[src/rtl/riscv_m_pkg.sv]
// Shared definitions for the RV32M multiply/divide unit.
//   - XLEN            : datapath width
//   - F3_*            : funct3 opcodes of the M extension
//   - md_state_e      : controller states
//   - neg_if/neg_if_dw: conditional two's-complement negate, single and double width
package riscv_m_pkg;

  localparam int unsigned XLEN = 32;

  localparam logic [2:0] F3_MUL    = 3'b000;
  localparam logic [2:0] F3_MULH   = 3'b001;
  localparam logic [2:0] F3_MULHSU = 3'b010;
  localparam logic [2:0] F3_MULHU  = 3'b011;
  localparam logic [2:0] F3_DIV    = 3'b100;
  localparam logic [2:0] F3_DIVU   = 3'b101;
  localparam logic [2:0] F3_REM    = 3'b110;
  localparam logic [2:0] F3_REMU   = 3'b111;

  typedef enum logic [1:0] {
    StIdle = 2'b00,
    StCalc = 2'b01,
    StDone = 2'b10
  } md_state_e;

  function automatic logic [XLEN-1:0] neg_if(input logic [XLEN-1:0] v, input logic en);
    return en ? (~v + 1'b1) : v;
  endfunction

  function automatic logic [2*XLEN-1:0] neg_if_dw(input logic [2*XLEN-1:0] v, input logic en);
    return en ? (~v + 1'b1) : v;
  endfunction

endpackage

[src/rtl/muldiv_unit.sv]
// Iterative RV32M multiply/divide unit with a start/done handshake.
// Ports:
//   clk, rst          : rising-edge clock, asynchronous active-low reset
//   start             : request, sampled only while busy is low
//   funct3            : M-extension operation select
//   rs1_val, rs2_val  : operands from the register file read ports
//   rd_in             : destination register of the request
//   busy              : high while iterating
//   done              : one-cycle completion pulse (write enable)
//   result, rd_out    : completed result and destination, held until the next completion
module muldiv_unit #(
  parameter int unsigned XLEN = 32,
  parameter int unsigned ITER = 32
) (
  input  logic            clk,
  input  logic            rst,
  input  logic            start,
  input  logic [2:0]      funct3,
  input  logic [XLEN-1:0] rs1_val,
  input  logic [XLEN-1:0] rs2_val,
  input  logic [4:0]      rd_in,
  output logic            busy,
  output logic            done,
  output logic [XLEN-1:0] result,
  output logic [4:0]      rd_out
);
  import riscv_m_pkg::*;

  localparam int unsigned CntW = $clog2(ITER);

  md_state_e         state;
  logic [2:0]        op_q;
  logic [4:0]        rd_q;
  logic              sa_q, sb_q;   // operand signs after signedness is applied
  logic [XLEN-1:0]   opb_q;        // multiplicand (mul) or divisor (div) magnitude
  logic [2*XLEN-1:0] acc_q;        // {product hi / remainder, multiplier / quotient}
  logic [CntW-1:0]   cnt_q;

  // Request decode
  logic            a_signed, b_signed, a_neg, b_neg;
  logic [XLEN-1:0] a_mag, b_mag;
  logic            spec_hit;
  logic [XLEN-1:0] spec_res;

  always_comb begin
    a_signed = (funct3 == F3_MUL) || (funct3 == F3_MULH) || (funct3 == F3_MULHSU) ||
               (funct3 == F3_DIV) || (funct3 == F3_REM);
    b_signed = (funct3 == F3_MUL) || (funct3 == F3_MULH) ||
               (funct3 == F3_DIV) || (funct3 == F3_REM);
    a_neg    = a_signed & rs1_val[XLEN-1];
    b_neg    = b_signed & rs2_val[XLEN-1];
    a_mag    = neg_if(rs1_val, a_neg);
    b_mag    = neg_if(rs2_val, b_neg);

    // funct3[2]: divide family, funct3[1]: remainder, funct3[0]: unsigned
    spec_hit = 1'b0;
    spec_res = '0;
    if (funct3[2]) begin
      if (rs2_val == '0) begin
        spec_hit = 1'b1;
        spec_res = funct3[1] ? rs1_val : '1;
      end else if (!funct3[0] && (rs1_val == {1'b1, {(XLEN-1){1'b0}}}) && (rs2_val == '1)) begin
        spec_hit = 1'b1;
        spec_res = funct3[1] ? '0 : rs1_val;
      end
    end
  end

  // One iteration step: shift-add for multiply, restoring step for divide
  logic [XLEN:0]     mul_sum, div_trial, div_diff;
  logic [2*XLEN-1:0] acc_nxt, prod;
  logic [XLEN-1:0]   quo, rem, fin;

  always_comb begin
    mul_sum   = {1'b0, acc_q[2*XLEN-1:XLEN]} + (acc_q[0] ? {1'b0, opb_q} : '0);
    div_trial = {acc_q[2*XLEN-1:XLEN], acc_q[XLEN-1]};
    div_diff  = div_trial - {1'b0, opb_q};
    if (op_q[2]) begin
      // No borrow out means the trial remainder covered the divisor
      if (!div_diff[XLEN]) acc_nxt = {div_diff[XLEN-1:0], acc_q[XLEN-2:0], 1'b1};
      else                 acc_nxt = {div_trial[XLEN-1:0], acc_q[XLEN-2:0], 1'b0};
    end else begin
      acc_nxt = {mul_sum, acc_q[XLEN-1:1]};
    end

    prod = neg_if_dw(acc_nxt, sa_q ^ sb_q);
    quo  = neg_if(acc_nxt[XLEN-1:0], sa_q ^ sb_q);
    rem  = neg_if(acc_nxt[2*XLEN-1:XLEN], sa_q);
    fin  = '0;
    unique case (op_q)
      F3_MUL:                       fin = prod[XLEN-1:0];
      F3_MULH, F3_MULHSU, F3_MULHU: fin = prod[2*XLEN-1:XLEN];
      F3_DIV, F3_DIVU:              fin = quo;
      F3_REM, F3_REMU:              fin = rem;
      default:                      fin = '0;
    endcase
  end

  always_ff @(posedge clk or negedge rst) begin
    if (!rst) begin
      state  <= StIdle;
      busy   <= 1'b0;
      done   <= 1'b0;
      result <= '0;
      rd_out <= '0;
      op_q   <= '0;
      rd_q   <= '0;
      sa_q   <= 1'b0;
      sb_q   <= 1'b0;
      opb_q  <= '0;
      acc_q  <= '0;
      cnt_q  <= '0;
    end else begin
      done <= 1'b0;
      unique case (state)
        StIdle, StDone: begin
          if (start) begin
            op_q  <= funct3;
            rd_q  <= rd_in;
            sa_q  <= a_neg;
            sb_q  <= b_neg;
            cnt_q <= '0;
            if (spec_hit) begin
              result <= spec_res;
              rd_out <= rd_in;
              done   <= 1'b1;
              busy   <= 1'b0;
              state  <= StDone;
            end else begin
              opb_q <= funct3[2] ? b_mag : a_mag;
              acc_q <= {{XLEN{1'b0}}, (funct3[2] ? a_mag : b_mag)};
              busy  <= 1'b1;
              state <= StCalc;
            end
          end else begin
            busy  <= 1'b0;
            state <= StIdle;
          end
        end
        StCalc: begin
          acc_q <= acc_nxt;
          cnt_q <= cnt_q + 1'b1;
          if (cnt_q == CntW'(ITER - 1)) begin
            result <= fin;
            rd_out <= rd_q;
            done   <= 1'b1;
            busy   <= 1'b0;
            state  <= StDone;
          end
        end
        default: begin
          busy  <= 1'b0;
          state <= StIdle;
        end
      endcase
    end
  end

endmodule

[config.mk]
export PLATFORM = sky130hd
export DESIGN_NAME = muldiv_unit
export DESIGN_NICKNAME = d
export VERILOG_FILES = /design/src/rtl/riscv_m_pkg.sv /design/src/rtl/muldiv_unit.sv
export SDC_FILE = /design/constraint.sdc
export NUM_CORES = 1
export LEC_CHECK = 0
export BUFFER_PORTS_ARGS = -buffer_cell sky130_fd_sc_hd__buf_2
export CELL_PAD_IN_SITES_DETAIL_PLACEMENT = 1
export CELL_PAD_IN_SITES_GLOBAL_PLACEMENT = 2
export CORE_UTILIZATION = 36
export DETAILED_ROUTE_END_ITERATION = 8
export HOLD_SLACK_MARGIN = 0.02
export PLACE_DENSITY = 0.89
export SYNTH_ARGS = -nofsm -noshare
export SYNTH_HDL_FRONTEND = slang
export SYNTH_SLANG_ARGS = --single-unit
export TNS_END_PERCENT = 10
[constraint.sdc]
create_clock -name clk -period 6.7 [get_ports clk]
set_clock_uncertainty 0.2 [all_clocks]
set_input_delay 0.67 -clock clk [delete_from_list [all_inputs] [get_ports clk]]
set_output_delay 0.67 -clock clk [all_outputs]
set_load 0.01 [all_outputs]
==> impl_metrics.env <==
export IMPL_outcome="finished clean"
export IMPL_clock_latency_ns=0.46
export IMPL_globalplace_congestion=1.01
export IMPL_grt_pass1_vias=18700
export IMPL_ys_seq_elements=151
export IMPL_synthesis_nets=2468
export IMPL_path_cells="ha_1 > a21oi_2 > o21bai_1 > a211o_1 > a221o_2 > o31ai_4 > o2bb2ai_1 > inv_1 > ha_1 > nor3b_1 > o221ai_1 > or2_2 > nor4_1 > o21ai_1 > nand2b_1 > nor3b_1 > a21oi_1 > xor2_1 > o211ai_1 > a311oi_1 > a311oi_1"
export IMPL_fp_dieW_um=218
export IMPL_finalSetupViolations=0
export IMPL_path_class="reg2reg"
export IMPL_synthSimpleGateAreaFrac_pct=24.8
export IMPL_async_flop_share_pct=100
export IMPL_synth_area_um2=16700
export IMPL_top_layer="met5"
export IMPL_pre_cts_slack_ns=0.263
export IMPL_cp_end_kind="flop"
export IMPL_grt_usage_pct=34.6
export IMPL_layout_drive_gt1_share_pct=11.2
export IMPL_synth_top_family_by_area="compound AO/OA/AOI/OAI gates"
export IMPL_vias=18900
export IMPL_drv_slew=0
export IMPL_coreArea_um2=45600
export IMPL_cpPeakStageDelay_ns=0.47
export IMPL_ios=114
export IMPL_dieHeight_um=218
export IMPL_crit_fanout=6
export IMPL_synth_xor_area_share_pct=8.69
export IMPL_clock_fmax_mhz=159
export IMPL_drc_errors=0
export IMPL_arrival_ns=6.38
export IMPL_wl_per_cell_um=27.5
export IMPL_cts_sinks=151
export IMPL_wl_met3_um=5080
export IMPL_start_util_pct=36.7
export IMPL_placed_area_um2=18000
export IMPL_crit_path_top_delay_cell="a221o_2"
export IMPL_wl_met1_um=35700
export IMPL_port_buffer_count=113
export IMPL_slew_headroom_pct=25.3
export IMPL_synth_mux_area_fraction_pct=3.51
export IMPL_postCtsSetupBuffers=0
export IMPL_period_share_pct=93.8
export IMPL_rows=78
export IMPL_hold_class="in2async"
export IMPL_final_setup_tns_ns=0
export IMPL_syn2layout_area_growth_pct=11.0
export IMPL_synth_compound_area_share_pct=30.1
export IMPL_ys_warn_count=0
export IMPL_cap_violations=0
export IMPL_die_area_um2=47300
export IMPL_grt_pass1_wl_um=122000
export IMPL_ant_nets=0
export IMPL_via_per_inst=6.32
export IMPL_cts_resized=0
export IMPL_cts_clk_slew_worst_paths_ns=0.08
export IMPL_ys_seq_area_share_pct=22.6
export IMPL_finalHoldViolCount=0
export IMPL_rsz0062_at_grt="false"
export IMPL_dominantRegCellSynth="dfrtp_1"
export IMPL_cp_start_kind="flop"
export IMPL_cts_tree="done"
export IMPL_post_synth_fa_ha_maj_area_fraction_pct=5.47
export IMPL_critPathTopFamily="compound AO/OA/AOI/OAI gates"
export IMPL_clockBufferDepth=2
export IMPL_final_nets=2525
export IMPL_drtIter0Drc=1513
export IMPL_totalWireLength_um=82400
export IMPL_syn_area_per_cell_um2=7.21
export IMPL_antenna_found_initial=5
export IMPL_hold_buffers=0
export IMPL_first_pass_iters=5
export IMPL_grt_max_degree=121
export IMPL_htree_levels=4
export IMPL_synthCells=2321
export IMPL_finalCriticalPeriod_ns=6.28
export IMPL_hpwl_um=65700
export IMPL_dr_wl_met2_um=37500
export IMPL_synth_edf_count=0
export IMPL_numCtsBuffers=17
export IMPL_worst_endpoint_required_ns=6.80
export IMPL_tightest_slew_ns=1.11
export IMPL_gr_total_overflow=0
export IMPL_critical_path_buf_inv_count=1
export IMPL_setup_slack_ns=0.417
export IMPL_design_area_um2=18600
export IMPL_cts_root_buffer="clkbuf_16"
export IMPL_synth_cell_types=95
Yosys cell counts (31+ instances only):
master    instances  area [um2]
nand2_1         331        1240
o21ai_0         249        1250
nor2_1          200         751
a21oi_1         195         976
dfrtp_1         151        3780
xnor2_1         102         893
clkbuf_1         95         357
ha_1             70         876
inv_1            70         263
nor3_1           67         335
xor2_1           64         561
nand3_1          60         300
a211oi_1         47         353
and2_1           47         294
a31oi_1          46         288
mux2i_1          44         440
a21o_1           31         233
cells in the final DEF (no fill, tap or decap), drive strengths merged, types with 47 or more instances in the layout:
cell type | netlist | routed
a211oi | 47 | 47
xor2 | 64 | 64
and2 | 50 | 50
xnor2 | 102 | 102
buf | 38 | 171
nand2 | 333 | 333
a21oi | 198 | 198
nor2 | 203 | 203
dfrtp | 151 | 151
nand3 | 60 | 60
nor3 | 69 | 69
ha | 70 | 70
o21ai | 255 | 255
inv | 70 | 78
worst register-to-register path, stage by stage (launching register included):
cell and delay (ns):
dfrtp_1 0.43, ha_1 0.40, a21oi_2 0.33, o21bai_1 0.17, a211o_1 0.35, a221o_2 0.47
o31ai_4 0.32, o2bb2ai_1 0.16, inv_1 0.09, ha_1 0.19, nor3b_1 0.25, o221ai_1 0.17
or2_2 0.35, nor4_1 0.38, o21ai_1 0.26, nand2b_1 0.25, nor3b_1 0.31, a21oi_1 0.13
xor2_1 0.28, o211ai_1 0.15, a311oi_1 0.40, a311oi_1 0.10
kinds of logic after synthesis:
logic type | count (synthesis)
simple gates | 877
buf+inv | 204
fa+ha+maj | 72
mux | 55
compound gates | 796
xor+xnor | 166
flops | 151
registers in the layout, indices dropped and copies added (netlist names):
name and count:
acc_q 64, sb_q 1, result 32, op_q 3, cnt_q 5, opb_q 32, rd_out 5, state 2
sa_q 1, done 1, rd_q 5
layout make-up:
class                           instances  area, um2
Fill cell                            5752      27000
Multi-Input combinational cell       1966      12200
Sequential cell                       151       3780
Timing Repair Buffer                  171       1020
Tap cell                              600        751
Clock buffer                           17        425
Inverter                               71        267
Clock inverter                         14        140
Antenna cell                            1       2.50
worst paths after layout:
path,start,end,slack (ns),cells past startpoint
max in group asynchronous,rst,opb_q[14],4.66,2
worst max-delay path,acc_q[48],result[24],0.42,21
worst min register to register,rd_q[2],rd_q[2],0.28,2
min in group clk,rd_in[1],rd_q[1],0.21,3
worst max register to register,acc_q[48],result[24],0.42,21
worst min-delay path,rst,rd_q[1],0.12,1
through the flow:
stage / std cells / utilization (%) / hold slack (ns)
3_5_place_dp: 2959 / 39.5 / 0.262
2_1_floorplan: 2321 / - / 0.174
3_3_place_gp: 2959 / 39.5 / 0.257
6_report: 2991 / 40.7 / 0.120
4_1_cts: 2990 / 40.7 / 0.168
5_1_grt: 2990 / 40.7 / 0.190
per-layer routing:
layer  GRT usage, %  vias to the layer above
met3           4.49                      154
met1           45.6                     9484
met5              0                        -
met4           16.3                        2
li1               -                     8555
met2           55.8                      705
Power is left out: the tool's default activity adds up to more than one toggle a clock period on the data nets, which glitch-free logic cannot reach.
